<file path="src/rtl/regfile_wb_arbiter_pkg.sv">
// Shared definitions for the register-file writeback arbiter: register map,
// address legality check, host handshake states and grant sources.
package regfile_wb_arbiter_pkg;

    localparam int ADDR_W = 6;
    localparam int DATA_W = 16;

    localparam logic [ADDR_W-1:0] REG_PI0     = 6'd28;
    localparam logic [ADDR_W-1:0] REG_PI1     = 6'd29;
    localparam logic [ADDR_W-1:0] REG_LAST_GP = 6'd29;
    localparam logic [ADDR_W-1:0] REG_AUX0    = 6'd32;
    localparam logic [ADDR_W-1:0] REG_AUX1    = 6'd33;
    localparam logic [ADDR_W-1:0] REG_WR      = 6'd34;

    typedef enum logic [1:0] {
        H_IDLE = 2'd0,
        H_WAIT = 2'd1,
        H_ACK  = 2'd2
    } host_state_e;

    typedef enum logic [2:0] {
        SRC_NONE  = 3'd0,
        SRC_ALU   = 3'd1,
        SRC_PEND0 = 3'd2,
        SRC_PEND1 = 3'd3,
        SRC_HOST  = 3'd4
    } grant_src_e;

    // r30, r31 and everything above r34 have no backing storage.
    function automatic logic addr_is_valid(input logic [ADDR_W-1:0] addr);
        return (addr <= REG_LAST_GP) || (addr == REG_AUX0) ||
               (addr == REG_AUX1) || (addr == REG_WR);
    endfunction

endpackage

</file>
<file path="src/rtl/wb_port_sampler.sv">
// Input-port change detector: keeps a shadow copy of the pins and raises a
// pending flag whenever they move; the latest value always wins.
module wb_port_sampler
    import regfile_wb_arbiter_pkg::*;
(
    input  logic              clk,
    input  logic              rst_n,
    input  logic [DATA_W-1:0] pins,
    input  logic              grant,
    output logic              pend,
    output logic [DATA_W-1:0] value
);

    logic [DATA_W-1:0] shadow_r;
    logic              pend_r;

    // Shadow/pending update; a change coinciding with a grant re-arms the flag.
    always_ff @(posedge clk or negedge rst_n) begin
        if (!rst_n) begin
            shadow_r <= {DATA_W{1'b0}};
            pend_r   <= 1'b0;
        end else if (pins != shadow_r) begin
            shadow_r <= pins;
            pend_r   <= 1'b1;
        end else if (grant) begin
            pend_r   <= 1'b0;
        end else begin
            pend_r   <= pend_r;
        end
    end

    assign pend  = pend_r;
    assign value = shadow_r;

endmodule

</file>
<file path="src/rtl/regfile_wb_arbiter.sv">
// Single-port register-file writeback arbiter for ALU, input-port sampler and
// host loads. Port sampling is built only when WB_PORT_SAMPLE_EN is defined.
module regfile_wb_arbiter
    import regfile_wb_arbiter_pkg::*;
#(
    parameter int STARVE_LIMIT = 4
) (
    input  logic              Clock,
    input  logic              Reset_n,
    input  logic              Alu_Wr_Req,
    input  logic [ADDR_W-1:0] Alu_Wr_Addr,
    input  logic [DATA_W-1:0] Alu_Wr_Data,
    output logic              Alu_Stall,
    input  logic              Host_Valid,
    input  logic [ADDR_W-1:0] Host_Addr,
    input  logic [DATA_W-1:0] Host_Data,
    output logic              Host_Ready,
    input  logic [DATA_W-1:0] Pi0,
    input  logic [DATA_W-1:0] Pi1,
    output logic              Wr_En,
    output logic [ADDR_W-1:0] Wr_Addr,
    output logic [DATA_W-1:0] Wr_Data,
    output logic              Addr_Err
);

    localparam int              CNT_W   = $clog2(STARVE_LIMIT + 1);
    localparam logic [CNT_W-1:0] LIMIT_C = CNT_W'(STARVE_LIMIT);

    host_state_e       host_state_r;
    host_state_e       host_state_nxt_s;
    logic [CNT_W-1:0]  wait_cnt_r;

    logic              pend0_s;
    logic              pend1_s;
    logic [DATA_W-1:0] pin0_val_s;
    logic [DATA_W-1:0] pin1_val_s;

    logic              host_req_s;
    logic              host_starved_s;
    logic              host_grant_s;
    logic              grant_pend0_s;
    logic              grant_pend1_s;
    grant_src_e        grant_src_s;
    logic [ADDR_W-1:0] grant_addr_s;
    logic [DATA_W-1:0] grant_data_s;

    logic              wr_en_r;
    logic [ADDR_W-1:0] wr_addr_r;
    logic [DATA_W-1:0] wr_data_r;
    logic              addr_err_r;
    logic              host_ready_r;

`ifdef WB_PORT_SAMPLE_EN
    wb_port_sampler u_port0 (
        .clk   (Clock),
        .rst_n (Reset_n),
        .pins  (Pi0),
        .grant (grant_pend0_s),
        .pend  (pend0_s),
        .value (pin0_val_s)
    );

    wb_port_sampler u_port1 (
        .clk   (Clock),
        .rst_n (Reset_n),
        .pins  (Pi1),
        .grant (grant_pend1_s),
        .pend  (pend1_s),
        .value (pin1_val_s)
    );
`else
    logic unused_pins_s;
    assign unused_pins_s = ^{Pi0, Pi1, grant_pend0_s, grant_pend1_s};
    assign pend0_s       = 1'b0;
    assign pend1_s       = 1'b0;
    assign pin0_val_s    = {DATA_W{1'b0}};
    assign pin1_val_s    = {DATA_W{1'b0}};
`endif

    // Fixed-priority arbitration; a starved host outranks everything.
    always_comb begin
        host_req_s     = (host_state_r == H_WAIT) && Host_Valid;
        host_starved_s = host_req_s && (wait_cnt_r == LIMIT_C);
        grant_src_s    = SRC_NONE;
        grant_addr_s   = {ADDR_W{1'b0}};
        grant_data_s   = {DATA_W{1'b0}};
        if (host_starved_s) begin
            grant_src_s  = SRC_HOST;
            grant_addr_s = Host_Addr;
            grant_data_s = Host_Data;
        end else if (Alu_Wr_Req) begin
            grant_src_s  = SRC_ALU;
            grant_addr_s = Alu_Wr_Addr;
            grant_data_s = Alu_Wr_Data;
        end else if (pend0_s) begin
            grant_src_s  = SRC_PEND0;
            grant_addr_s = REG_PI0;
            grant_data_s = pin0_val_s;
        end else if (pend1_s) begin
            grant_src_s  = SRC_PEND1;
            grant_addr_s = REG_PI1;
            grant_data_s = pin1_val_s;
        end else if (host_req_s) begin
            grant_src_s  = SRC_HOST;
            grant_addr_s = Host_Addr;
            grant_data_s = Host_Data;
        end else begin
            grant_src_s  = SRC_NONE;
        end
    end

    assign host_grant_s  = (grant_src_s == SRC_HOST);
    assign grant_pend0_s = (grant_src_s == SRC_PEND0);
    assign grant_pend1_s = (grant_src_s == SRC_PEND1);
    assign Alu_Stall     = Alu_Wr_Req && host_starved_s;

    // Host handshake next state; H_ACK always returns to idle so a held
    // Host_Valid cannot be taken twice.
    always_comb begin
        host_state_nxt_s = host_state_r;
        case (host_state_r)
            H_IDLE: begin
                if (Host_Valid) host_state_nxt_s = H_WAIT;
                else            host_state_nxt_s = H_IDLE;
            end
            H_WAIT: begin
                if (host_grant_s) host_state_nxt_s = H_ACK;
                else              host_state_nxt_s = H_WAIT;
            end
            H_ACK:   host_state_nxt_s = H_IDLE;
            default: host_state_nxt_s = H_IDLE;
        endcase
    end

    // Host handshake state register.
    always_ff @(posedge Clock or negedge Reset_n) begin
        if (!Reset_n) begin
            host_state_r <= H_IDLE;
        end else begin
            host_state_r <= host_state_nxt_s;
        end
    end

    // Host wait counter, saturating at the starvation threshold.
    always_ff @(posedge Clock or negedge Reset_n) begin
        if (!Reset_n) begin
            wait_cnt_r <= {CNT_W{1'b0}};
        end else if (host_grant_s) begin
            wait_cnt_r <= {CNT_W{1'b0}};
        end else if (Host_Valid && (host_state_r != H_ACK) && (wait_cnt_r != LIMIT_C)) begin
            wait_cnt_r <= wait_cnt_r + 1'b1;
        end else begin
            wait_cnt_r <= wait_cnt_r;
        end
    end

    // Registered write port; illegal addresses are consumed but only flagged.
    always_ff @(posedge Clock or negedge Reset_n) begin
        if (!Reset_n) begin
            wr_en_r      <= 1'b0;
            wr_addr_r    <= {ADDR_W{1'b0}};
            wr_data_r    <= {DATA_W{1'b0}};
            addr_err_r   <= 1'b0;
            host_ready_r <= 1'b0;
        end else begin
            host_ready_r <= host_grant_s;
            if (grant_src_s != SRC_NONE) begin
                if (addr_is_valid(grant_addr_s)) begin
                    wr_en_r    <= 1'b1;
                    wr_addr_r  <= grant_addr_s;
                    wr_data_r  <= grant_data_s;
                    addr_err_r <= 1'b0;
                end else begin
                    wr_en_r    <= 1'b0;
                    addr_err_r <= 1'b1;
                end
            end else begin
                wr_en_r    <= 1'b0;
                addr_err_r <= 1'b0;
            end
        end
    end

    assign Wr_En      = wr_en_r;
    assign Wr_Addr    = wr_addr_r;
    assign Wr_Data    = wr_data_r;
    assign Addr_Err   = addr_err_r;
    assign Host_Ready = host_ready_r;

endmodule

</file>
<file path="config.mk">
export PLATFORM = sky130hd
export DESIGN_NAME = regfile_wb_arbiter
export DESIGN_NICKNAME = d
export VERILOG_FILES = /design/src/rtl/regfile_wb_arbiter_pkg.sv /design/src/rtl/wb_port_sampler.sv /design/src/rtl/regfile_wb_arbiter.sv
export SDC_FILE = /design/constraint.sdc
export NUM_CORES = 1
export LEC_CHECK = 0
export BUFFER_PORTS_ARGS = -buffer_cell sky130_fd_sc_hd__buf_2
export CAP_MARGIN = 15
export CORE_ASPECT_RATIO = 0.9
export CORE_UTILIZATION = 40
export DETAILED_ROUTE_END_ITERATION = 8
export PLACE_DENSITY = 0.79
export SETUP_SLACK_MARGIN = 0.02
export SLEW_MARGIN = 20
export SYNTH_ARGS = -nofsm -noshare
export SYNTH_HDL_FRONTEND = slang
export SYNTH_HIERARCHICAL = 1
export SYNTH_SLANG_ARGS = --single-unit
</file>
<file path="constraint.sdc">
create_clock -name Clock -period 2.65 [get_ports Clock]
set_input_delay 0.795 -clock Clock [delete_from_list [all_inputs] [get_ports Clock]]
set_output_delay 0.795 -clock Clock [all_outputs]
set_load 0.02 [all_outputs]
</file>
-- Yosys cells after proc, flatten, opt, wreduce, memory -nomap -nowiden
Index checks and enable logic that the tools add are counted.
- add/subtract/negate cells: 1
- $lt $le $gt $ge: 1
- equality and inequality tests: 8
- muxes and demuxes: 18
- reduce and logical (&&, ||, !) cells: 12
- operator list (kind ; count):
    $mux W16 ; 3
    $eq A6 B6 Y1 const B ; 3
    $mux W6 ; 3
    $mux W3 ; 5
    $eq A3 B3 Y1 const B ; 2
    $le A6 B5 Y1 const B ; 1
    $logic_and A1 B1 Y1 ; 5
    $mux W1 ; 5
    $pmux W2 S2 ; 1
    $add A3 B1 Y3 const B ; 1
    $logic_or A1 B1 Y1 ; 3
    $ne A3 B3 Y1 const B ; 1
    $reduce_bool A3 Y1 ; 1
    $eq A2 B1 Y1 const B ; 1
    $logic_not A2 Y1 ; 1
    $mux W2 ; 1
    $ne A2 B2 Y1 const B ; 1
    $reduce_and A2 Y1 ; 1
    $reduce_bool A2 Y1 ; 1
- bits in registers: 30
- input bits: 80
- output and inout bits: 26
- logic and storage cells: 47

-- Depth between registers and ports, before layout
- depth after elaboration: 11
- mapped depth: 10
- mapped depth without buffers: 8

-- Worst setup path before layout
OpenSTA, ideal clock, no wires.
- path kind: input to register
- start: input port Host_Valid
- end: register wr_data_r[11] (netlist: Wr_Data[11])
- setup time: 0.127 ns
- arrival time: 2.482 ns
- required time: 2.523 ns
- slack: 0.041 ns
- cell stages on the path: 8
- buffers on the path: 2
- path through: nand3b_4 -> o21a_1 -> buf_2 -> a22oi_2 -> o31ai_1 -> a221oi_4 -> buf_6 -> mux2_1
- cells in the longest elaborated chain, start to end: 9
- elaborated cells on any way between the ends: 20
- classes of those cells: order compare (1); eq/ne (3); mux (9); reduce/logical (7)
- RTL lines (element ; RTL line ; source):
    from (decl) ; regfile_wb_arbiter.sv:14 ; input logic Host_Valid,
    $logic_and A1 B1 Y1 (*) ; regfile_wb_arbiter.sv:82 ; host_req_s = (host_state_r == H_WAIT) && Host_Valid;
    $mux W6 ; regfile_wb_arbiter.sv:103 ; end else if (host_req_s) begin
    $mux W6 ; regfile_wb_arbiter.sv:91 ; end else if (Alu_Wr_Req) begin
    $mux W6 ; regfile_wb_arbiter.sv:87 ; if (host_starved_s) begin
    $le A6 B5 Y1 / $eq A6 B6 Y1 (equally long branches) ; regfile_wb_arbiter_pkg.sv:31 ; return (addr <= REG_LAST_GP) || (addr == REG_AUX0) ||
    $logic_or A1 B1 Y1 (2 in a row) ; regfile_wb_arbiter_pkg.sv:31 ;
    $logic_or A1 B1 Y1 ; regfile_wb_arbiter_pkg.sv:32 ; (addr == REG_AUX1) || (addr == REG_WR);
    $reduce_and A2 Y1 (no line) ; n/a ;
    to (signal assigned) ; regfile_wb_arbiter.sv:162 ; wr_data_r <= {DATA_W{1'b0}};
    to (signal assigned) ; regfile_wb_arbiter.sv:171 ; wr_data_r <= grant_data_s;
    to (decl) ; regfile_wb_arbiter.sv:49 ; logic [DATA_W-1:0] wr_data_r;
Mark *: on every way between the ends. The rest lies on a longest branch, timed or not.
A chain may end at the register's enable or synchronous reset.

-- Worst setup path in the final report
- start: input port Host_Valid
- end: output port Alu_Stall
- cells in the longest elaborated chain, start to end: 3
- RTL lines (element ; RTL line ; source):
    $logic_and A1 B1 Y1 ; regfile_wb_arbiter.sv:82 ;
    $logic_and A1 B1 Y1 ; regfile_wb_arbiter.sv:83 ; host_starved_s = host_req_s && (wait_cnt_r == LIMIT_C);
    $logic_and A1 B1 Y1 ; regfile_wb_arbiter.sv:115 ; assign Alu_Stall = Alu_Wr_Req && host_starved_s;
    to (decl) ; regfile_wb_arbiter.sv:13 ; output logic Alu_Stall,
No other way between the ends.

==> flow_metrics.py <==
metrics = {
    "setup_path": {
        "r2r-start": "wait_cnt_r[0]",
        "reg2reg_depth": 11,
        "r2r-end": "Wr_Data[5]",
        "cp_max_fo": 6,
        "crit_path_start": "Host_Valid",
        "endpoint": "Alu_Stall",
        "start_kind": "primary input",
        "worstPathArrival_ns": 1.71,
        "reg2reg_setup_slack_ns": 0.16,
        "critical_path_class": "primary input to output port",
        "end_kind": "output port",
        "required_ns": 1.86,
    },
    "layout": {
        "register_area_um2": 751,
        "fin_area_um2": 2110,
        "drive_above_1_share_pct": 50.5,
        "areaGrowthSynthToFinish_pct": 41.6,
        "finalNetCount": 292,
        "multi_input_area_um2": 677,
        "antenna_cells": 0,
        "n_fill_cell": 312,
    },
    "floorplanning": {
        "ios": 106,
        "core_area_um2": 3480,
        "die-height_um": 59.9,
        "rows": 20,
        "initial_core_util_pct": 42.9,
        "dieArea_um2": 3980,
        "die_x_um": 66.4,
    },
    "detailed_routing": {
        "drtIter0Drc": 46,
        "detail-route-antenna-nets": 0,
        "vias": 1256,
        "first_pass_iters": 4,
        "routed_via_density": 4.94,
        "wl_per_cell_um": 13.1,
        "drc": 0,
        "routed_wl_um": 3320,
    },
    "synth": {
        "synth_cells": 117,
        "synth_area_per_cell_um2": 12.7,
        "ys_warn_count": 6,
        "syn_area_um2": 1490,
        "synth-edff-count": 0,
        "ys_ff_latch": 30,
        "synthesis.nets": 199,
        "synthArstFlopShare_pct": 100,
        "synth_cell_type_count": 31,
        "synth-main-ff-cell": "dfrtp_1",
        "ys_seq_area_share_pct": 50.3,
    },
    "cts": {
        "cts_hold_buf": 0,
        "cts_tree": "built",
        "h-tree-depth": 2,
        "cts_made_buffers": 5,
        "insertion_delay_ns": 0.28,
        "clock-root-buffer": "clkbuf_8",
        "clock_tree.buffer_depth": 2,
        "clock_sinks": 30,
        "post_cts_resized": 0,
        "clk_pin_slew_ns": 0.06,
        "cts_setup_buffers": 0,
    },
    "global_routing": {
        "grt_pass1_vias": 1232,
        "grt_pass1_wl_um": 5510,
        "overflow": 0,
        "grt_max_degree": 31,
        "grt.total_usage_pct": 19.4,
        "antenna_found_initial": 0,
    },
    "timing": {
        "clock_skew_ns": 0.00423,
        "rsz0062_at_grt": "false",
        "setup_violations": 0,
        "hold_ws_ns": 0.470,
        "setup_tns_ns": 0,
        "period_minus_slack_ns": 2.51,
        "fmax_ghz": 0.399,
        "drv_slew": 0,
        "worstMarginPinSlew_ns": 0.644,
        "finalHoldViolCount": 0,
        "fin_ws_ns": 0.145,
        "fin_crit_sh_pct": 94.5,
        "max_slew_margin_pct": 57.1,
    },
    "placed_design": {
        "dpl_cell_area_um2": 2030,
        "hpwl_um": 2680,
        "port_buffers": 73,
        "globalplace.congestion": 0.718,
        "dp_slack_ns": -0.147,
    },
    "pwr": {
        "power_uw": 1860,
        "power_density_nw_per_um2": 879,
        "p_leak_uw": 0.00116,
        "ir_worst_vdd_v": 0.000374,
    },
    "outcome": {
        "status": "complete, no violations",
    },
    "run": {
        "maxCapViolCount": 0,
    },
    "hold_path": {
        "holdPathStages": 1,
        "min_path_type": "flop to flop",
    },
}
-- registers in the layout (all words and copies together) (netlist names) --
| name | count |
|---|---|
| Wr_En | 1 |
| Wr_Data | 16 |
| Host_Ready | 1 |
| Wr_Addr | 6 |
| wait_cnt_r | 3 |
| host_state_r | 2 |
| Addr_Err | 1 |
-- final cells by class --
| class | instances | share of cell area (%) |
|---|---|---|
| flip-flops and latches | 30 | 35.5 |
| clock buffers | 5 | 3.26 |
| inverters | 8 | 1.42 |
| well taps | 44 | 2.61 |
| multi-input cells | 73 | 32.0 |
| repair buffers | 92 | 24.6 |
| clock inverters | 2 | 0.474 |
-- Yosys cell counts (2+ instances only) --
cell type / n / area (um2)
a22oi_2: 2 / 25.0
o211a_1: 2 / 20.0
ha_1: 2 / 25.0
nor3b_1: 2 / 15.0
a22o_1: 17 / 149
inv_1: 8 / 30.0
mux2_1: 17 / 191
dfrtp_1: 30 / 751
clkbuf_1: 2 / 7.51
nor2_1: 7 / 26.3
mux2i_1: 6 / 60.1
buf_6: 2 / 22.5
nor3_1: 2 / 10.0
-- cell families after synthesis --
kind of cell | count (synthesis) | share of synthesized area (%)
simple gates | 17 | 6.96
fa+ha+maj | 2 | 1.68
buf+inv | 14 | 4.61
xor+xnor | 2 | 1.17
flops | 30 | 50.3
mux | 23 | 16.9
compound gates | 29 | 18.4
-- cells in the final DEF, fill, tap and decap left out, types with 3 or more instances in the layout --
| master | n |
|---|---|
| buf_2 | 73 |
| mux2_1 | 17 |
| a22o_1 | 17 |
| mux2i_1 | 6 |
| dfrtp_1 | 30 |
| buf_4 | 18 |
| clkbuf_8 | 5 |
| a22oi_2 | 3 |
| inv_1 | 8 |
| nor2_1 | 7 |
-- worst max-delay path, stage by stage --
cell and delay (ns):
buf_2 0.11, nand3b_4 0.09, buf_12 0.14, buf_4 0.14, nor3_1 0.22, buf_2 0.21
-- worst min-delay path by stage --
stage | start | to
finish | host_state_r[1] | host_state_r[0]
detailed placement | host_state_r[1] | host_state_r[0]
global route | Wr_Data[1] | Wr_Data[1]
global placement | host_state_r[1] | host_state_r[0]
floorplan | host_state_r[1] | host_state_r[0]
CTS | host_state_r[1] | host_state_r[0]
-- power by group --
group | switching (uW) | internal [uW]
Sequential | 86.1 | 618
Combinational | 454 | 367
Clock | 157 | 175
Total | 697 | 1160
-- routing by layer --
layer	wire (um)	vias up	global-route usage (%)
li1	-	617	-
met1	1420	584	22.9
met2	1630	47	32.4
met3	201	8	5.53
met4	60	0	10.0
met5	0	-	0
-- per-stage QoR --
step           utilization [%]  std cells
2_1_floorplan                -        117
3_3_place_gp              58.3        247
3_5_place_dp              58.3        247
4_1_cts                   60.6        254
5_1_grt                   60.7        254
6_report                  60.7        254
No activity file was read; power rests on OpenSTA's default activity.
